===== config.mk =====
export PLATFORM = sky130hd
export DESIGN_NAME = axis_downsizer
export DESIGN_NICKNAME = d
export VERILOG_FILES = /design/src/rtl/axis_pkg.sv /design/src/rtl/axis_downsizer.sv
export SDC_FILE = /design/constraint.sdc
export NUM_CORES = 1
export LEC_CHECK = 0
export BUFFER_PORTS_ARGS = -buffer_cell sky130_fd_sc_hd__buf_2
export CAP_MARGIN = 20
export CORE_ASPECT_RATIO = 1.5
export CORE_UTILIZATION = 40
export DETAILED_ROUTE_END_ITERATION = 7
export GPL_ROUTABILITY_DRIVEN = 0
export MAX_ROUTING_LAYER = met4
export PLACE_DENSITY = 0.65
export REMOVE_ABC_BUFFERS = 1
export SLEW_MARGIN = 20
export SYNTH_ARGS = -nofsm -noshare
export SYNTH_HDL_FRONTEND = slang
export SYNTH_SLANG_ARGS = --single-unit
export TNS_END_PERCENT = 5

===== constraint.sdc =====
create_clock -name clk -period 2.8 [get_ports clk]
set_clock_uncertainty 0.05 [all_clocks]
set_input_delay 0.14 -clock clk [delete_from_list [all_inputs] [get_ports clk]]
set_output_delay 0.14 -clock clk [all_outputs]
set_load 0.05 [all_outputs]

===== src/rtl/axis_pkg.sv =====
// Shared definitions for the byte-keyed AXI-stream width converters.
package axis_pkg;

  localparam int unsigned RATIO_DEF = 4;
  localparam int unsigned IDX_W     = $clog2(RATIO_DEF);
  localparam int unsigned KEEP_MAX  = 64;

  // Highest slice index holding any valid byte; 0 when the mask is empty.
  function automatic int unsigned last_slice(input logic [KEEP_MAX-1:0] keep,
                                             input int unsigned nbytes,
                                             input int unsigned ratio);
    int unsigned per;
    per        = nbytes / ratio;
    last_slice = 0;
    for (int unsigned b = 0; b < KEEP_MAX; b++) begin
      if (b < nbytes && keep[b]) last_slice = b / per;
    end
  endfunction

endpackage


===== src/rtl/axis_downsizer.sv =====
// Splits each wide AXI-stream word into RATIO narrow beats, lowest lane first,
// dropping empty trailing slices of a packet's final word.
module axis_downsizer
  import axis_pkg::*;
#(
  parameter  int unsigned IN_BYTES  = 8,
  parameter  int unsigned RATIO     = RATIO_DEF,
  localparam int unsigned OUT_BYTES = IN_BYTES / RATIO
) (
  input  logic                    clk,
  input  logic                    rst,
  input  logic                    i_valid,
  output logic                    i_ready,
  input  logic [8*IN_BYTES-1:0]   i_data,
  input  logic [IN_BYTES-1:0]     i_keep,
  input  logic                    i_last,
  output logic                    o_valid,
  input  logic                    o_ready,
  output logic [8*OUT_BYTES-1:0]  o_data,
  output logic [OUT_BYTES-1:0]    o_keep,
  output logic                    o_last
);

  localparam int unsigned SEL_W = $clog2(RATIO);
  localparam int unsigned OW    = 8 * OUT_BYTES;

  logic [8*IN_BYTES-1:0] word_q, word_d;
  logic [IN_BYTES-1:0]   keep_q, keep_d;
  logic                  last_q, last_d;
  logic                  vld_q, vld_d;
  logic [SEL_W-1:0]      idx_q, idx_d;
  logic [SEL_W-1:0]      fin_q, fin_d;
  logic                  at_fin;

  logic [OW-1:0]         data_sl [RATIO];
  logic [OUT_BYTES-1:0]  keep_sl [RATIO];

  for (genvar s = 0; s < RATIO; s++) begin : g_slice
    assign data_sl[s] = word_q[s*OW +: OW];
    assign keep_sl[s] = keep_q[s*OUT_BYTES +: OUT_BYTES];
  end

  assign at_fin  = (idx_q == fin_q);
  // Refill while the final beat drains so back-to-back words leave no bubble.
  assign i_ready = !vld_q || (at_fin && o_ready);
  assign o_valid = vld_q;
  assign o_data  = data_sl[idx_q];
  assign o_keep  = vld_q ? keep_sl[idx_q] : '0;
  assign o_last  = vld_q && last_q && at_fin;

  always_comb begin
    word_d = word_q;
    keep_d = keep_q;
    last_d = last_q;
    vld_d  = vld_q;
    idx_d  = idx_q;
    fin_d  = fin_q;
    if (vld_q && o_ready) begin
      if (at_fin) vld_d = 1'b0;
      else        idx_d = idx_q + SEL_W'(1);
    end
    if (i_valid && i_ready) begin
      word_d = i_data;
      keep_d = i_keep;
      last_d = i_last;
      vld_d  = 1'b1;
      idx_d  = '0;
      fin_d  = i_last ? SEL_W'(last_slice(KEEP_MAX'(i_keep), IN_BYTES, RATIO))
                      : SEL_W'(RATIO - 1);
    end
  end

  always_ff @(posedge clk) begin
    if (rst) begin
      word_q <= '0;
      keep_q <= '0;
      last_q <= 1'b0;
      vld_q  <= 1'b0;
      idx_q  <= '0;
      fin_q  <= '0;
    end else begin
      word_q <= word_d;
      keep_q <= keep_d;
      last_q <= last_d;
      vld_q  <= vld_d;
      idx_q  <= idx_d;
      fin_q  <= fin_d;
    end
  end

endmodule


==> metrics.md <==
| Metric | Value |
|---|---|
| DRT antenna net count | `0` |
| Global-route wire length before repair | `12.8 mm` |
| Number of remaining DRC errors | `0` |
| Initial DRT Pass Iterations | `4` |
| Layout cell share with drive strength beyond 1 | `28.1%` |
| RSZ-0062 raised after global routing | `false` |
| Row count | `40` |
| DR iter-0 viols | `130` |
| Total Wirelength | `7.96 mm` |
| Port bufs | `97` |
| Achievable Freq | `463 MHz` |
| Core Area | `0.00801 sq mm` |
| Post-CTS sizing | `0` |
| Tot GR Track Use | `about a fifth` |
| Post-DP HPWL | `5.16 mm` |
| Post CTS Setup Buffer Count | `0` |
| Non-Filler Instances | `604` |
| Flop2flop setup slack | `0.92 ns` |
| Vias in the first global route | `2832` |
| Mapped Avg Cell Area | `8.80 sq um` |
| Ant. Diodes | `0` |
| Initial Util | `about two fifths` |
| Max-cap violations | `0` |
| Startpoint Class | `flip-flop` |
| Post-layout util | `about 56%` |
| EDFF count, synth | `0` |
| Worst-skew pair later-pin latency | `0.33 ns` |
| Mapped cell area | `0.00332 sq mm` |
| Die height | `114 um` |
| Worst Path Arrival | `1.97 ns` |
| Distinct cell type count after synthesis | `23` |
| Via count | `between 2k and 3k` |
| Hold Path Stages | `3` |
| Largest net degree at the start of global routing | `74` |
| Hold-fix buffers at CTS | `33` |
| Worst Reg2Reg Path Length in Cells | `5` |
| Worst reg2reg endpoint | `word_q[47]$_SDFFE_PP0P_` |
| Peak VDD IR | `348 uV` |
| Root buffer cell | `clkbuf_16` |
| Combinational share of power | `16.4%` |
| Biggest fanout along the worst timing path | `22` |
| Largest area contributor in the netlist | `dfxtp_1` |
| TritonCTS clock tree | `built` |
| Final setup violation count | `0` |
| Die W | `about 76 um` |
| Post-synth ARST share | `0%` |
| CTS Sinks | `78` |
| Dominant cells by area after synthesis | `dfxtp_1 47%, nand2_1 17%, mux4_2 12%, a21oi_1 11%, buf_6 3.4%` |
| Hold/Removal Path Class | `primary input to flip-flop` |
| Sw frac | `25.6%` |
| R2R Path Start | `fin_q[0]$_SDFFE_PP0P_` |
| Layout fillers | `759` |
| Initial antenna violation count | `0` |
| Crit path time final | `2.16 ns` |
| Count leader, synth | `nand2_1` |
| Relative slew margins | `45.2%` |
| Endpoints failing hold | `0` |
| GRT overflow | `0` |
| Clock share of power | `41.6%` |
| Status | `completed` |
| Crit. End Element | `primary output` |
| Internal power | `between 2 and 2.5 mW` |
| Area growth syn-to-layout | `34.5%` |
| # IOs | `98` |
| Most frequent cells after synthesis | `147 x nand2_1, 78 x dfxtp_1, 75 x a21oi_1, 18 x mux4_2` |
| Mapped Cells | `377` |
| Cts bufs inserted | `9` |
| Top_reg_cell synth | `dfxtp_1` |
| Drt wl/cell | `13.2 um` |
| Pleak | `roughly 1.9 nW` |
| Switching power | `757 uW` |
| WS Path Type | `flip-flop to primary output` |
| H-Tree Depth | `3` |
| Post-synthesis sequential area ratio | `47.1%` |
| Setup_tns | `0 ns` |
| Dpl cells | `between 500 and 600` |
| Final Max Slew Viols | `0` |
| Measured slew at the worst slew-check pin | `0.822 ns` |
| WP data required | `between 2 and 3 ns` |
| Min-delay src | `i_data[4]` |
| Final nets | `571` |
| Tcrit/Tclk final | `77.1%` |
| Clk slew on worst S/H paths | `0.06 ns` |
| DIE AREA | `0.00867 sq mm` |
| #FFs+latches synth | `between 70 and 80` |
| Power Density | `662 mW/mm^2` |
| Synth top area share | `47.1%` |
| Hold Slack | `0.00105 ns` |
| Hold Crit Endpoint | `word_q[4]$_SDFFE_PP0P_` |
| Yosys warns | `0` |
| Sequential Power Share | `41.9%` |
| Vias per std cell | `4.87` |
| CTS Buffer Depth | `2` |
[worst max-delay path, cell delays in order, from the launching register on]
cell	delay, ns
dfxtp_2	0.34
buf_4	0.37
mux4_2	0.54
and2_1	0.17
buf_2	0.21
[cell type report]
class	count	area (sq um)	area share, %
Clock buffer	12	246	5.52
Clock inverter	4	70.1	1.57
Inverter	2	7.51	0.168
Multi-Input combinational cell	267	1550	34.6
Sequential cell	78	1560	35.0
Tap cell	105	131	2.94
Timing Repair Buffer	136	898	20.1
[registers in the layout, summed over array words and instances, names as in the netlist]
register  cells
last_q        1
o_valid       1
idx_q         2
word_q       64
fin_q         2
keep_q        8
[cell usage in the layout, fill, tap and decap left out]
cell type / count
buf_4: 3
mux4_2: 18
nor2_1: 5
bufinv_16: 2
a311oi_1: 2
a21oi_1: 75
a41oi_4: 1
inv_1: 2
and2_1: 3
o31ai_1: 1
mux2i_1: 1
xnor2_2: 2
buf_12: 3
dfxtp_1: 77
nand2_1: 147
a41o_2: 1
a211oi_1: 2
clkbuf_1: 2
nand3_1: 2
clkbuf_8: 1
clkbuf_16: 9
dlygate4sd3_1: 33
dfxtp_2: 1
o21ai_0: 2
clkinv_2: 2
and3_1: 2
nor3b_1: 2
nor2b_1: 1
buf_2: 97
[cells by family (layout without fill, tap and decap cells)]
logic type	Yosys count	after routing	synth area share [%]
AND/OR/NAND/NOR	162	162	19.1
multiplexers	19	19	12.5
XOR/XNOR	2	2	0.980
AO/OA/AOI/OAI	84	84	14.0
buffers and inverters	32	154	6.41
flip-flops	78	78	47.1
[power by group through the flow]
stage	logic (mW)	registers (mW)	clock network [mW]
finish	0.486	1.24	1.23
global route	0.532	1.25	1.30
CTS	0.490	1.24	1.26
detailed placement	0.454	1.26	0
global placement	0.448	1.26	0
floorplan	0.285	1.26	0
[worst max-delay path by stage]
stage               cells past startpoint  slack [ns]             startpoint                 endpoint
global route                            4        0.52  idx_q[0]$_SDFFE_PP0P_                o_keep[1]
floorplan                               4       -0.32  idx_q[0]$_SDFFE_PP0P_    fin_q[0]$_SDFFE_PP0P_
global placement                        4        0.95  idx_q[0]$_SDFFE_PP0P_                o_keep[1]
CTS                                     4        0.60  idx_q[0]$_SDFFE_PP0P_                o_keep[1]
finish                                  4        0.64  idx_q[0]$_SDFFE_PP0P_                o_keep[1]
detailed placement                      5        0.95  fin_q[0]$_SDFFE_PP0P_  word_q[33]$_SDFFE_PP0P_
[stage by stage]
step / setup WS (ns) / power, mW / instance area [sq um]
finish: 0.642 / 2.95 / 4460
global route: 0.519 / 3.08 / 4460
CTS: 0.599 / 2.99 / 4460
detailed placement: 0.954 / 1.72 / 3810
global placement: 0.953 / 1.71 / 3810
floorplan: -0.318 / 1.54 / 3110
[metal layers]
metal  global-route usage [%]  up-vias  wire length, um
met5                        -        -                0
li1                         -     1499                -
met3                     4.08       16              292
met2                     33.2       71             4230
met1                     21.9     1358             3180
met4                     10.4        0              253
No activity file was read; power rests on OpenSTA's default activity.
